`src/rtl/traffic_pkg.sv`:
```
// ---------------------------------------------------------------------------
// traffic_pkg
//
// Shared definitions for the intersection controller and its countdown
// timer. The timer block imports the same package, so the interval
// selector codes and the state encoding live here and nowhere else.
//
// Contents:
//   BASE_SELECT / EXT_SELECT / YEL_SELECT  interval_sel codes (11 is unused)
//   LAMP_RED / LAMP_YEL / LAMP_GRN         one-hot lamp head codes {R,Y,G}
//   ENC_*                                  3-bit state encoding, 0..7
//   state_t                                controller state enum
//   heads_t                                lamp/walk/interval bundle per state
//   heads_for()                            what a state shows and loads on entry
// ---------------------------------------------------------------------------
package traffic_pkg;

    // Interval selector codes seen by the timer.
    localparam logic [1:0] BASE_SELECT = 2'b00;
    localparam logic [1:0] EXT_SELECT  = 2'b01;
    localparam logic [1:0] YEL_SELECT  = 2'b10;

    // Lamp heads are {red, yellow, green}, exactly one bit set.
    localparam logic [2:0] LAMP_RED = 3'b100;
    localparam logic [2:0] LAMP_YEL = 3'b010;
    localparam logic [2:0] LAMP_GRN = 3'b001;

    // State encoding as shown on the debug display.
    localparam logic [2:0] ENC_MAIN_G1 = 3'd0;
    localparam logic [2:0] ENC_MAIN_G2 = 3'd1;
    localparam logic [2:0] ENC_MAIN_GX = 3'd2;
    localparam logic [2:0] ENC_MAIN_Y  = 3'd3;
    localparam logic [2:0] ENC_WALK    = 3'd4;
    localparam logic [2:0] ENC_SIDE_G  = 3'd5;
    localparam logic [2:0] ENC_SIDE_GX = 3'd6;
    localparam logic [2:0] ENC_SIDE_Y  = 3'd7;

    typedef enum logic [2:0] {
        MAIN_G1 = ENC_MAIN_G1,
        MAIN_G2 = ENC_MAIN_G2,
        MAIN_GX = ENC_MAIN_GX,
        MAIN_Y  = ENC_MAIN_Y,
        WALK    = ENC_WALK,
        SIDE_G  = ENC_SIDE_G,
        SIDE_GX = ENC_SIDE_GX,
        SIDE_Y  = ENC_SIDE_Y
    } state_t;

    // Everything a state drives, gathered so the register update is a
    // single assignment per field on entry.
    typedef struct packed {
        logic [2:0] main_lamp;
        logic [2:0] side_lamp;
        logic       walk;
        logic [1:0] sel;
    } heads_t;

    // Lamp pattern, walk indication and timer interval for a state.
    // The default branch is the all-red, base-interval pattern so an
    // unexpected code can never light two greens.
    function automatic heads_t heads_for(input state_t s);
        heads_t h;
        h.main_lamp = LAMP_RED;
        h.side_lamp = LAMP_RED;
        h.walk      = 1'b0;
        h.sel       = BASE_SELECT;
        case (s)
            MAIN_G1: begin
                h.main_lamp = LAMP_GRN;
                h.sel       = BASE_SELECT;
            end
            MAIN_G2: begin
                h.main_lamp = LAMP_GRN;
                h.sel       = BASE_SELECT;
            end
            MAIN_GX: begin
                h.main_lamp = LAMP_GRN;
                h.sel       = EXT_SELECT;
            end
            MAIN_Y: begin
                h.main_lamp = LAMP_YEL;
                h.sel       = YEL_SELECT;
            end
            WALK: begin
                h.walk      = 1'b1;
                h.sel       = EXT_SELECT;
            end
            SIDE_G: begin
                h.side_lamp = LAMP_GRN;
                h.sel       = BASE_SELECT;
            end
            SIDE_GX: begin
                h.side_lamp = LAMP_GRN;
                h.sel       = EXT_SELECT;
            end
            SIDE_Y: begin
                h.side_lamp = LAMP_YEL;
                h.sel       = YEL_SELECT;
            end
            default: begin
                h.main_lamp = LAMP_RED;
                h.side_lamp = LAMP_RED;
            end
        endcase
        return h;
    endfunction

endpackage

```
`src/rtl/sync_bit.sv`:
```
// ---------------------------------------------------------------------------
// sync_bit
//
// Single-bit synchroniser: a SYNC_STAGES-deep flop chain bringing an
// asynchronous level into the clk domain. The output follows the input
// SYNC_STAGES rising edges later. All flops clear on reset so a button
// or loop detector held during reset is not seen until it has crossed
// the full chain again.
//
// Ports:
//   clk    in  1  system clock
//   reset  in  1  synchronous, active-high reset
//   d      in  1  asynchronous input level
//   q      out 1  synchronised level
//
// Parameters:
//   SYNC_STAGES  chain depth, 2 or 3
// ---------------------------------------------------------------------------
module sync_bit #(
    parameter int SYNC_STAGES = 2
) (
    input  logic clk,
    input  logic reset,
    input  logic d,
    output logic q
);

    logic [SYNC_STAGES-1:0] chain_q;

    always_ff @(posedge clk) begin
        if (reset) begin
            chain_q <= '0;
        end else begin
            chain_q <= {chain_q[SYNC_STAGES-2:0], d};
        end
    end

    assign q = chain_q[SYNC_STAGES-1];

endmodule

```
`src/rtl/traffic_light_fsm.sv`:
```
// ---------------------------------------------------------------------------
// traffic_light_fsm
//
// Sequencing controller for the intersection. Drives the main and side
// lamp heads and the pedestrian walk lamp, and runs the countdown timer:
// on entering a state it selects the interval the timer must load and
// pulses start_timer for one cycle; it leaves the state when the timer
// reports expiry.
//
// Timer handshake (valid/ready style, one rule for both directions):
//   start_timer is a one-cycle command, high exactly in the first cycle of
//   every state, with interval_sel already valid and held for the whole
//   state. expired is only accepted in cycles where start_timer is low;
//   an expiry seen during the start cycle belongs to the previous load
//   and is dropped.
//
// Ports:
//   clk           in  1  system clock
//   reset         in  1  synchronous, active-high reset
//   sensor        in  1  side-street vehicle present (asynchronous)
//   walk_request  in  1  pedestrian button (asynchronous level)
//   expired       in  1  timer interval elapsed, one-cycle pulse
//   start_timer   out 1  load interval_sel into the timer, one-cycle pulse
//   interval_sel  out 2  00 base, 01 extension, 10 yellow
//   main_lights   out 3  main head {red, yellow, green}, one-hot
//   side_lights   out 3  side head {red, yellow, green}, one-hot
//   walk_lamp     out 1  pedestrian walk indication
//   state_dbg     out 3  encoded current state
//
// Parameters:
//   SYNC_STAGES   synchroniser depth for sensor and walk_request (2..3)
// ---------------------------------------------------------------------------
module traffic_light_fsm
    import traffic_pkg::*;
#(
    parameter int SYNC_STAGES = 2
) (
    input  logic       clk,
    input  logic       reset,
    input  logic       sensor,
    input  logic       walk_request,
    input  logic       expired,
    output logic       start_timer,
    output logic [1:0] interval_sel,
    output logic [2:0] main_lights,
    output logic [2:0] side_lights,
    output logic       walk_lamp,
    output logic [2:0] state_dbg
);

    // -----------------------------------------------------------------
    // Input synchronisers
    // -----------------------------------------------------------------
    logic sensor_s;
    logic walk_s;

    sync_bit #(.SYNC_STAGES(SYNC_STAGES)) u_sync_sensor (
        .clk   (clk),
        .reset (reset),
        .d     (sensor),
        .q     (sensor_s)
    );

    sync_bit #(.SYNC_STAGES(SYNC_STAGES)) u_sync_walk (
        .clk   (clk),
        .reset (reset),
        .d     (walk_request),
        .q     (walk_s)
    );

    // -----------------------------------------------------------------
    // State and output registers
    // -----------------------------------------------------------------
    state_t     state_q;
    logic       start_q;
    logic [1:0] sel_q;
    logic [2:0] main_q;
    logic [2:0] side_q;
    logic       walk_lamp_q;
    logic       walk_pending_q;

    // -----------------------------------------------------------------
    // Next-state logic
    // -----------------------------------------------------------------
    logic   qual_expiry;
    state_t state_d;
    logic   enter_walk;
    logic   walk_pending_d;
    heads_t next_heads;

    always_comb begin
        // An expiry arriving while the start pulse is out is stale.
        qual_expiry    = expired && !start_q;
        state_d        = state_q;
        enter_walk     = 1'b0;
        walk_pending_d = walk_pending_q;
        next_heads     = heads_for(state_q);

        if (qual_expiry) begin
            case (state_q)
                // The sensor only matters at the end of a first green.
                MAIN_G1: state_d = sensor_s ? MAIN_GX : MAIN_G2;
                MAIN_G2: state_d = MAIN_Y;
                MAIN_GX: state_d = MAIN_Y;
                MAIN_Y:  state_d = walk_pending_q ? WALK : SIDE_G;
                WALK:    state_d = SIDE_G;
                SIDE_G:  state_d = sensor_s ? SIDE_GX : SIDE_Y;
                SIDE_GX: state_d = SIDE_Y;
                SIDE_Y:  state_d = MAIN_G1;
                default: state_d = MAIN_G1;
            endcase
        end

        enter_walk = qual_expiry && (state_d == WALK);

        // A request coinciding with the walk entry is the one being
        // served, so the clear takes priority over the set.
        if (enter_walk) begin
            walk_pending_d = 1'b0;
        end else if (walk_s) begin
            walk_pending_d = 1'b1;
        end

        next_heads = heads_for(state_d);
    end

    always_ff @(posedge clk) begin
        if (reset) begin
            // start stays high through reset so the first cycle after
            // release restarts the timer with the base interval.
            state_q        <= MAIN_G1;
            start_q        <= 1'b1;
            sel_q          <= BASE_SELECT;
            main_q         <= LAMP_GRN;
            side_q         <= LAMP_RED;
            walk_lamp_q    <= 1'b0;
            walk_pending_q <= 1'b0;
        end else begin
            walk_pending_q <= walk_pending_d;
            start_q        <= qual_expiry;
            if (qual_expiry) begin
                state_q     <= state_d;
                sel_q       <= next_heads.sel;
                main_q      <= next_heads.main_lamp;
                side_q      <= next_heads.side_lamp;
                walk_lamp_q <= next_heads.walk;
            end
        end
    end

    // -----------------------------------------------------------------
    // Outputs: all straight from registers
    // -----------------------------------------------------------------
    assign start_timer  = start_q;
    assign interval_sel = sel_q;
    assign main_lights  = main_q;
    assign side_lights  = side_q;
    assign walk_lamp    = walk_lamp_q;
    assign state_dbg    = state_q;

    // -----------------------------------------------------------------
    // Safety properties
    // -----------------------------------------------------------------
    a_lamps_onehot : assert property (@(posedge clk) disable iff (reset)
        $onehot(main_lights) && $onehot(side_lights));

    a_no_conflict : assert property (@(posedge clk) disable iff (reset)
        (main_lights == LAMP_RED) || (side_lights == LAMP_RED));

    a_sel_legal : assert property (@(posedge clk) disable iff (reset)
        interval_sel != 2'b11);

    a_start_single : assert property (@(posedge clk) disable iff (reset)
        start_timer |=> !start_timer);

endmodule

```
`config.mk`:
```
export PLATFORM = sky130hd
export DESIGN_NAME = traffic_light_fsm
export DESIGN_NICKNAME = d
export VERILOG_FILES = /design/src/rtl/traffic_pkg.sv /design/src/rtl/sync_bit.sv /design/src/rtl/traffic_light_fsm.sv
export SDC_FILE = /design/constraint.sdc
export NUM_CORES = 1
export LEC_CHECK = 0
export CORE_MARGIN = 3
export CORE_UTILIZATION = 42
export CTS_CLUSTER_SIZE = 25
export DETAILED_ROUTE_END_ITERATION = 6
export PLACE_DENSITY_LB_ADDON = 0.05
export REMOVE_ABC_BUFFERS = 1
export SYNTH_ARGS = -nofsm -noshare
export SYNTH_HDL_FRONTEND = slang
export SYNTH_SLANG_ARGS = --single-unit
```
`constraint.sdc`:
```
create_clock -name clk -period 1.3 [get_ports clk]
set_input_delay 0.13 -clock clk [delete_from_list [all_inputs] [get_ports clk]]
set_output_delay 0.13 -clock clk [all_outputs]
set_load 0.05 [all_outputs]
```
==> metrics.csv <==
stage,metric,value,unit
status,run status,finished clean,
grt,GRT Residual Overflow,0,
die,overall die area,0.00235,mm^2
critical_path,path type of the worst setup path,flip-flop to flip-flop,
timing,final cycle utilization of the critical path,95.2,%
die,Core Box Area,0.00159,mm^2
grt,number of global-route vias before repair,638,
layout,fill count,115,
critical_path,Crit. End Element,flip-flop,
route,average detailed-routed wire length per instance,12.0,um
die,row count,14,
cts,# hold bufs at CTS,0,
pwr,LEAKAGE,0.000505,uW
layout,multi-input gate area in the final layout,355,um^2
layout,relative area change from synthesis to final layout,57.5,%
layout,"Design Area, Final",0.00119,mm^2
yosys,number of synthesized flops with an enable pin,0,
yosys,top-area cell type share of the netlist area,45.0,%
min_path,worst hold path startpoint,sensor,
timing,Total Negative Setup Slacks,0,ps
timing,Max Clk Rate,808,MHz
cts,clk slew on worst S/H paths,100,ps
timing,final hold violation count,0,
yosys,mean instance size in the synthesized netlist,8.41,um^2
layout,number of cells in the finished layout apart from fillers,141,
critical_path,Worst Reg-to-Reg Cells,4,
cts,total clock buffers created by CTS,3,
critical_path,worst flop-to-flop path endpoint,main_lights[0],
timing,"Min Clock Period, post-route",1240,ps
yosys,"Async S/R FF share, synth",0,%
route,ANT nets after route,0,
yosys,Seq cells post-synth,17,
timing,Worst slew margin,82.7,%
grt,aggregate global-route resource usage,15.4,%
route,TritonRoute pass-1 iters,4,
critical_path,maximum fanout encountered on the critical timing path,7,
timing,skew final,5.67,ps
pwr,total power consumption of the routed design,1100,uW
yosys,mapped cell area,757,um^2
critical_path,start point of the critical path,start_timer,
cts,clock tree from TritonCTS,built,
yosys,most area-hungry cell type in the Yosys netlist,sky130_fd_sc_hd__dfxtp_1,
yosys,largest cells by area after synthesis,"sky130_fd_sc_hd__dfxtp_1 (45%), sky130_fd_sc_hd__a21oi_1 (7.3%), sky130_fd_sc_hd__nor2b_1 (5.0%)",
placed_design,Cells after DPL,136,
pwr,P per Cell Area,922,mW/mm^2
die,die span in y,48.5,um
placed_design,instance area after placement,0.00113,mm^2
min_path,count of cells along the worst hold path,2,
layout,count of inserted antenna diode cells,0,
cts,CTS Root Cell,sky130_fd_sc_hd__clkbuf_4,
min_path,worst min path class,input port to flip-flop,
timing,final number of max-transition violations,0,
placed_design,total of buffers placed on input and output ports,17,
layout,share of layout cells above drive strength 1,31.6,%
layout,Storage cell area,347,um^2
die,starting density of the core,47.5,%
yosys,"Distinct cells, synth",28,
route,WL final,1.69,mm
die,x dimension of the die,48.5,um
cts,CTS H-tree depth,1,
timing,transition time at the pin with the least slew margin,259,ps
route,number of vias per cell after detailed routing,5.12,
critical_path,register-to-register path setup slack,60,ps
critical_path,Critical Path Source Type,flip-flop,
grt,largest net degree at the start of global routing,15,
route,initial detailed-routing violation count,13,
die,top-level port count,18,
yosys,portion of the post-synthesis area used by sequential elements,45.0,%
yosys,number of warnings issued by yosys,0,
critical_path,worst path required time,1490,ps
cts,count of clock tree sinks,17,
flow_run,total of max-cap violations,0,
critical_path,worst path arrival time,1420,ps
placed_design,final HPWL from detailed placement,1.20,mm
cts,worst-skew pair later-pin latency,290,ps
min_path,"Endpoint, Worst Hold",u_sync_sensor.chain_q[0],
placed_design,RePlAce Congestion,0.757,
critical_path,launch instance of the worst register-to-register path,start_timer,
timing,Final setup violation count,0,
route,drt drc,0,
grt,number of antenna violations at the first check in global routing,0,
yosys,predominant post-synthesis flop cell,sky130_fd_sc_hd__dfxtp_1,
grt,first-pass GRT wire length,2.82,mm
layout,final net count,123,
yosys,Syn Inst Count,90,
cts,clock tree buffer depth,2,
pwr,largest voltage drop on the vdd net,0.839,mV
route,vias after detailed routing,722,
==> critical path, cell delays in order (launching register included) <==
cell and delay [ps]:
sky130_fd_sc_hd__dfxtp_1 350, sky130_fd_sc_hd__nand2b_1 260, sky130_fd_sc_hd__buf_4 200, sky130_fd_sc_hd__a21oi_1 50
sky130_fd_sc_hd__a211o_1 270
==> cell type report <==
class	count	share of cell area [%]
sequential	17	29.1
timing repair buffer	31	35.0
tap	24	2.52
multi-input combinational	61	29.8
clock inverter	1	0.420
clock buffer	3	1.89
inverter	4	1.26
==> per-stage QoR <==
stage / utilization, % / hold WS, ps / setup slack (ps)
after global placement: 71.1 / 417 / -66.1
after CTS: 73.0 / 373 / 5.97
after floorplan: - / 199 / -548
after detailed placement: 71.1 / 428 / -96.2
final: 74.8 / 375 / 62.1
after global routing: 74.8 / 392 / -12.9
==> synthesized netlist by cell type, types with 2 or more instances <==
| library cell | number |
|---|---|
| sky130_fd_sc_hd__a211o_1 | 2 |
| sky130_fd_sc_hd__a21oi_1 | 11 |
| sky130_fd_sc_hd__buf_4 | 3 |
| sky130_fd_sc_hd__dfxtp_1 | 17 |
| sky130_fd_sc_hd__inv_1 | 4 |
| sky130_fd_sc_hd__nand2_1 | 7 |
| sky130_fd_sc_hd__nand2b_1 | 2 |
| sky130_fd_sc_hd__nand3_1 | 2 |
| sky130_fd_sc_hd__nor2_1 | 9 |
| sky130_fd_sc_hd__nor2b_1 | 6 |
| sky130_fd_sc_hd__nor3_1 | 2 |
| sky130_fd_sc_hd__o21ai_0 | 6 |
| sky130_fd_sc_hd__or3_1 | 2 |
| sky130_fd_sc_hd__xor2_1 | 3 |
==> logic make-up after synthesis <==
family / synth area share, %
buffers and inverters: 8.76
AND/OR/NAND/NOR: 23.3
XOR/XNOR: 3.47
AO/OA/AOI/OAI: 19.5
flip-flops: 45.0
==> worst max-delay path by stage <==
stage                                end  depth (start not counted)
final                     main_lights[0]                          4
after CTS                   state_dbg[2]                          2
after detailed placement  main_lights[0]                          5
after global routing      side_lights[1]                          5
after floorplan           side_lights[0]                          3
after global placement    side_lights[0]                          6
==> registers in the layout, indices dropped and copies added, names as in the netlist <==
register and cells:
interval_sel 2, main_lights 2, side_lights 3, start_timer 1
state_dbg 3, u_sync_sensor.chain_q 2, u_sync_walk.chain_q 2, walk_lamp 1
walk_pending_q 1
==> power by group <==
part | switching, uW | internal [uW] | total (uW)
clock network | 173 | 114 | 288
registers | 27.5 | 543 | 570
logic | 118 | 123 | 241
==> cell usage in the layout, fill, tap and decap left out <==
| cell | instances |
|---|---|
| sky130_fd_sc_hd__o211ai_1 | 1 |
| sky130_fd_sc_hd__xor2_1 | 3 |
| sky130_fd_sc_hd__a22oi_1 | 1 |
| sky130_fd_sc_hd__nand3_1 | 2 |
| sky130_fd_sc_hd__clkinv_2 | 1 |
| sky130_fd_sc_hd__o31ai_1 | 1 |
| sky130_fd_sc_hd__inv_1 | 4 |
| sky130_fd_sc_hd__nor2_1 | 7 |
| sky130_fd_sc_hd__clkbuf_4 | 3 |
| sky130_fd_sc_hd__nor4_1 | 1 |
| sky130_fd_sc_hd__nor3_1 | 2 |
| sky130_fd_sc_hd__nand2_1 | 7 |
| sky130_fd_sc_hd__or2b_1 | 1 |
| sky130_fd_sc_hd__nor2_2 | 2 |
| sky130_fd_sc_hd__a211o_1 | 2 |
| sky130_fd_sc_hd__buf_12 | 14 |
| sky130_fd_sc_hd__o221ai_1 | 1 |
| sky130_fd_sc_hd__a21oi_1 | 11 |
| sky130_fd_sc_hd__dfxtp_4 | 1 |
| sky130_fd_sc_hd__nand3b_4 | 1 |
| sky130_fd_sc_hd__dfxtp_2 | 2 |
| sky130_fd_sc_hd__dfxtp_1 | 14 |
| sky130_fd_sc_hd__nor2b_1 | 6 |
| sky130_fd_sc_hd__nand2b_1 | 2 |
| sky130_fd_sc_hd__clkdlybuf4s50_1 | 4 |
| sky130_fd_sc_hd__a211oi_1 | 1 |
| sky130_fd_sc_hd__buf_4 | 13 |
| sky130_fd_sc_hd__a31oi_1 | 1 |
| sky130_fd_sc_hd__o21ai_0 | 6 |
| sky130_fd_sc_hd__or3_1 | 2 |
==> timing repair <==
item	CTS	global route
pin swaps	0	0
buffers inserted	0	1
gates resized for setup	2	4
setup endpoints to repair	4	9
==> metal layers <==
metal	GRT usage, %	up-vias	part of all wire [%]
met5	0	-	0
met4	8.53	0	0.83
met3	3.99	2	8.0
met2	25.5	37	47
met1	18.1	326	44
li1	-	357	-
Note: power is estimated with default switching activity, not from simulation.
